<file path="config.mk">
export PLATFORM = sky130hd
export DESIGN_NAME = uart_rx_axis
export DESIGN_NICKNAME = d
export VERILOG_FILES = /design/src/rtl/uart_rx_axis.sv
export SDC_FILE = /design/constraint.sdc
export NUM_CORES = 1
export LEC_CHECK = 0
export ABC_AREA = 1
export CORE_UTILIZATION = 40
export DETAILED_ROUTE_END_ITERATION = 7
export PLACE_DENSITY = 0.63
export SYNTH_ARGS = -nofsm -noshare
export SYNTH_HDL_FRONTEND = slang
export SYNTH_SLANG_ARGS = --single-unit
</file>
<file path="constraint.sdc">
create_clock -name clk -period 6.5 [get_ports clk]
set_clock_uncertainty 0.2 [all_clocks]
set_input_delay 0.975 -clock clk [delete_from_list [all_inputs] [get_ports clk]]
set_output_delay 0.975 -clock clk [all_outputs]
set_load 0.05 [all_outputs]
</file>
<file path="src/rtl/uart_rx_axis.sv">
// 8N1 UART receiver: samples the rx line at a fixed clocks-per-bit rate, buffers bytes in a
// small FIFO and presents them as an AXI4-Stream master with sticky framing/overflow flags.
module uart_rx_axis #(
   parameter int CLKS_PER_BIT = 434,
   parameter int FIFO_DEPTH   = 4,
   parameter int DATA_WIDTH   = 8
) (
   input  logic                  clk,
   input  logic                  rst_n,
   input  logic                  uart_rx,
   output logic [DATA_WIDTH-1:0] m_axis_tdata,
   output logic                  m_axis_tvalid,
   input  logic                  m_axis_tready,
   output logic                  m_axis_tlast,
   output logic                  frame_err,
   output logic                  overflow,
   input  logic                  err_clear,
   output logic                  rx_busy
);

   localparam int CW = $clog2(CLKS_PER_BIT);
   localparam int AW = $clog2(FIFO_DEPTH);
   localparam int BW = $clog2(DATA_WIDTH);
   localparam logic [CW-1:0] HALF_LAST = CW'(CLKS_PER_BIT / 2 - 1);
   localparam logic [CW-1:0] BIT_LAST  = CW'(CLKS_PER_BIT - 1);
   localparam logic [BW-1:0] IDX_LAST  = BW'(DATA_WIDTH - 1);
   localparam logic [AW:0]   DEPTH_C   = (AW + 1)'(FIFO_DEPTH);

   typedef enum logic [2:0] {
      S_IDLE      = 3'd0,
      S_START     = 3'd1,
      S_DATA      = 3'd2,
      S_STOP      = 3'd3,
      S_WAIT_IDLE = 3'd4
   } state_t;

   state_t                state_q, state_d;
   logic                  sync1_q, rx_s_q;
   logic [CW-1:0]         cnt_q, cnt_d;
   logic [BW-1:0]         idx_q, idx_d;
   logic [DATA_WIDTH-1:0] shift_q, shift_d;
   logic                  cnt_run, bit_tick, push_req, ferr_set;

   logic [DATA_WIDTH-1:0] mem_q [FIFO_DEPTH];
   logic [AW-1:0]         rd_ptr_q, rd_ptr_d, wr_ptr_q, wr_ptr_d;
   logic [AW:0]           count_q, count_d;
   logic                  pop, push_ok, ovf_set;
   logic                  ferr_q, ferr_d, ovf_q, ovf_d;

   // Synchroniser resets to the idle level so reset never looks like a start bit.
   always_ff @(posedge clk) begin
      if (!rst_n) begin
         sync1_q <= 1'b1;
         rx_s_q  <= 1'b1;
      end else begin
         sync1_q <= uart_rx;
         rx_s_q  <= sync1_q;
      end
   end

   always_ff @(posedge clk) begin
      if (!rst_n) state_q <= S_IDLE;
      else        state_q <= state_d;
   end

   always_comb begin
      state_d = state_q;
      case (state_q)
         S_IDLE:      if (!rx_s_q) state_d = S_START;
         S_START:     if (cnt_q == HALF_LAST) state_d = rx_s_q ? S_IDLE : S_DATA;
         S_DATA:      if (cnt_q == BIT_LAST && idx_q == IDX_LAST) state_d = S_STOP;
         S_STOP:      if (cnt_q == BIT_LAST) state_d = rx_s_q ? S_IDLE : S_WAIT_IDLE;
         S_WAIT_IDLE: if (rx_s_q) state_d = S_IDLE;
         default:     state_d = S_IDLE;
      endcase
   end

   // The bit counter clears exactly when it is not running, which covers every state exit.
   always_comb begin
      cnt_run  = 1'b0;
      bit_tick = 1'b0;
      push_req = 1'b0;
      ferr_set = 1'b0;
      case (state_q)
         S_START: cnt_run = (cnt_q != HALF_LAST);
         S_DATA: begin
            cnt_run  = (cnt_q != BIT_LAST);
            bit_tick = (cnt_q == BIT_LAST);
         end
         S_STOP: begin
            cnt_run  = (cnt_q != BIT_LAST);
            push_req = (cnt_q == BIT_LAST) && rx_s_q;
            ferr_set = (cnt_q == BIT_LAST) && !rx_s_q;
         end
         default: ;
      endcase
   end

   always_comb begin
      cnt_d   = cnt_run ? cnt_q + CW'(1) : '0;
      idx_d   = idx_q;
      shift_d = shift_q;
      if (state_q != S_DATA) begin
         idx_d = '0;
      end else if (bit_tick) begin
         idx_d          = idx_q + BW'(1);
         shift_d[idx_q] = rx_s_q;
      end
   end

   always_ff @(posedge clk) begin
      if (!rst_n) begin
         cnt_q   <= '0;
         idx_q   <= '0;
         shift_q <= '0;
      end else begin
         cnt_q   <= cnt_d;
         idx_q   <= idx_d;
         shift_q <= shift_d;
      end
   end

   // m_axis: a beat transfers on every edge with tvalid && tready; while tvalid && !tready
   // the head entry cannot move, so tdata/tvalid hold.
   assign m_axis_tvalid = (count_q != '0);
   assign m_axis_tdata  = m_axis_tvalid ? mem_q[rd_ptr_q] : '0;
   assign m_axis_tlast  = 1'b0;
   assign pop           = m_axis_tvalid && m_axis_tready;
   assign push_ok       = push_req && ((count_q != DEPTH_C) || pop);
   assign ovf_set       = push_req && !push_ok;

   always_comb begin
      rd_ptr_d = pop ? rd_ptr_q + AW'(1) : rd_ptr_q;
      wr_ptr_d = push_ok ? wr_ptr_q + AW'(1) : wr_ptr_q;
      case ({push_ok, pop})
         2'b10:   count_d = count_q + (AW + 1)'(1);
         2'b01:   count_d = count_q - (AW + 1)'(1);
         default: count_d = count_q;
      endcase
   end

   always_ff @(posedge clk) begin
      if (rst_n && push_ok) mem_q[wr_ptr_q] <= shift_q;
   end

   // A set event in the same cycle as err_clear keeps the flag high.
   assign ferr_d = ferr_set || (ferr_q && !err_clear);
   assign ovf_d  = ovf_set || (ovf_q && !err_clear);

   always_ff @(posedge clk) begin
      if (!rst_n) begin
         rd_ptr_q <= '0;
         wr_ptr_q <= '0;
         count_q  <= '0;
         ferr_q   <= 1'b0;
         ovf_q    <= 1'b0;
      end else begin
         rd_ptr_q <= rd_ptr_d;
         wr_ptr_q <= wr_ptr_d;
         count_q  <= count_d;
         ferr_q   <= ferr_d;
         ovf_q    <= ovf_d;
      end
   end

   assign frame_err = ferr_q;
   assign overflow  = ovf_q;
   assign rx_busy   = (state_q != S_IDLE);

endmodule
</file>
==> results.yml <==
floorplan:
  initial_utilization_pct: 42.1
  boundaryPins: 18
  core_um2: 7370
  die_h_um: 90.1
  die_w_um: 90.1
  die_area_um2: 8120
  rows: 31
route:
  wl_per_cell_um: 12.2
  route.detailed.drc: 0
  drt_wl_total_mm: 5.89
  via_per_inst: 4.67
  dr.pass1.iters: 5
  via_count: 2250
  ant_nets: 0
  drtIter0Drc: 99
sta:
  max_slew_margin_pct: 56.7
  setup_viol: 0
  hold_ws_ns: 0.219
  drv_slew: 0
  hold_viol: 0
  rsz0062_at_grt: "no"
  post-route-period-util_pct: 54.6
  tightest_slew_ns: 0.647
  fmax_mhz: 282
  tns_ns: 0
  period_minus_slack_ns: 3.55
setup_path:
  r2r-start: "cnt_q[0]$_SDFF_PN0_"
  critPathRequiredTime_ns: 5.32
  worst-endpoint-arrival_ns: 2.37
  cp_max_fo: 17
  regToRegSetupSlack_ns: 4.10
  timing.rr.end: "mem_q[3][4]$_DFFE_PP_"
  critPathCaptureType: "output pin"
  ff2ff_path_depth: 5
  critPathCapture: "m_axis_tdata[1]"
  crit_type: "reg2out"
  startpoint_type: "flip-flop"
cells_and_area:
  fin_nets: 393
  n_antenna_cell: 0
  final_common_cell: "nor2_1"
  final_cells: 482
  syn_to_final_growth_pct: 14.5
  mostFrequentLayoutCells: "nor2_1 (70), inv_1 (50), nand2_1 (46)"
  multi_input_area_um2: 1180
  ff_latch_area_um2: 1680
  drive_gt1_share_pct: 8.88
  fill_cells: 709
clock_network:
  clk_pin_slew_ns: 0.08
  cts.sinks: 68
  ctsResizeCount: 0
  clock_latency_ns: 0.34
  clk_path_buf_depth: 2
  cts_tree: "done"
  h-tree-depth: 3
  numCtsBuffers: 9
  ctsHoldBuffers: 0
  post_cts_buffers: 0
  cts_root_buf: "clkbuf_8"
global_routing:
  antenna_found_initial: 0
  grt_max_degree: 18
  grt_use_total_pct: 15.9
  grt_pass1_wl_mm: 9.94
  grt_pass1_vias: 2165
  grt_overflow: 0
synthesis:
  syn-num-nets: 373
  ys_types: 32
  postSynthCellCount: 358
  synth_seq_area_share_pct: 54.2
  syn-cell-area_um2: 3100
  ys_ff_latch: 68
  ys_warn_count: 0
  syn_avg_cell_area_um2: 8.67
worst_hold_path:
  holdCritStartpoint: "sync1_q$_SDFF_PN1_"
  hold_class: "reg2reg"
power_and_ir_drop:
  irDropWorstVdd_mv: 0.276
  powerDensity_nw_per_um2: 263
  p_comb_share_pct: 13.2
  power_switching_mw: 0.254
  internal-power_mw: 0.680
  p_seq_share_pct: 49.7
  swShare_pct: 27.2
  clockPowerShare_pct: 37.1
  power.leakage_nw: 1.43
placed_design:
  io_buffers: 16
  placed_cells: 466
  place.gp.congestion: 0.869
  detailed_place_hpwl_mm: 4.30
run_status:
  status: "finished, final reports clean"
run:
  max_cap_violations: 0
-- worst max-delay path: stages, from the launching register on --
cell and delay [ns]:
dfxtp_1 0.69, inv_2 0.23, o21ai_0 0.29, a21oi_1 0.11, clkdlybuf4s50_1 0.71
-- cell type report --
class,count,area share (%)
timing repair buffer,16,4.51
clock inverter,6,1.80
sequential,68,47.3
tap,99,3.48
clock buffer,10,3.87
multi-input combinational,229,33.3
inverter,54,5.70
-- worst min path at each step --
stage                             end  slack [ns]  depth (start not counted)
CTS                 rx_s_q$_SDFF_PN1_        0.22                          1
floorplan           rx_s_q$_SDFF_PN1_        0.19                          1
global route        rx_s_q$_SDFF_PN1_        0.24                          1
global placement    rx_s_q$_SDFF_PN1_        0.19                          1
detailed placement  rx_s_q$_SDFF_PN1_        0.21                          1
finish              rx_s_q$_SDFF_PN1_        0.22                          1
-- stage by stage --
stage                     cell area, um2  worst slack, ns  total power, mW  utilization, %
after floorplan                     3100             3.48            0.567               -
after global placement              3350             3.28            0.598            45.5
after detailed placement            3350             3.18            0.596            45.5
after CTS                           3550             2.94            0.942            48.2
after global routing                3550             2.76            0.981            48.2
final                               3550             2.95            0.934            48.2
-- synthesized netlist by cell type --
cell type,n,area (um2)
nor2_1,70,263
inv_1,50,188
nand2_1,46,173
dfxtp_1,36,721
edfxtp_1,32,961
o21ai_0,25,125
a21oi_1,20,100
nand3_1,15,75.1
ha_1,9,113
o21ai_1,9,45.0
xor2_1,6,52.6
buf_2,4,20.0
inv_2,4,15.0
nor3_1,4,20.0
nand2_2,3,18.8
nor2_4,3,33.8
and3_1,2,12.5
clkbuf_1,2,7.51
nand2_4,2,22.5
nand4_1,2,12.5
nor2_2,2,12.5
or2_2,2,12.5
a31oi_1,1,6.26
buf_4,1,7.51
conb_1,1,3.75
fa_1,1,20.0
nand3b_1,1,7.51
nand4_2,1,12.5
nor2_8,1,20.0
o211ai_1,1,7.51
o31ai_1,1,7.51
xnor2_1,1,8.76
-- sequential cells by signal (all words and copies together) (netlist names), named ones only --
register and flops:
sync1_q 1, mem_q 32, idx_q 3, wr_ptr_q 2, state_q 3, rx_s_q 1, cnt_q 9, shift_q 8
frame_err 1, overflow 1, rd_ptr_q 2, count_q 3
-- power groups by stage --
stage | logic, mW | clock network, mW | registers [mW]
final | 0.123 | 0.346 | 0.464
after global placement | 0.124 | 0 | 0.474
after CTS | 0.124 | 0.354 | 0.464
after global routing | 0.138 | 0.377 | 0.466
after detailed placement | 0.122 | 0 | 0.474
after floorplan | 0.0952 | 0 | 0.471
-- routing by layer --
metal	wire, um	part of all wire, %	global-route usage (%)	up-vias
met5	0	0	0	-
met4	109	1.9	7.80	0
met3	266	4.5	4.91	9
met2	2730	46	26.0	45
met1	2780	47	19.1	1008
li1	-	-	-	1188
-- logic make-up after synthesis --
logic type      share of synthesized area, %
flops                                   54.2
other cells                            0.121
fa+ha+maj                               4.27
simple gates                            22.4
compound gates                          9.39
xor+xnor                                1.98
buf+inv                                 7.66
No activity file was read; power rests on OpenSTA's default activity.
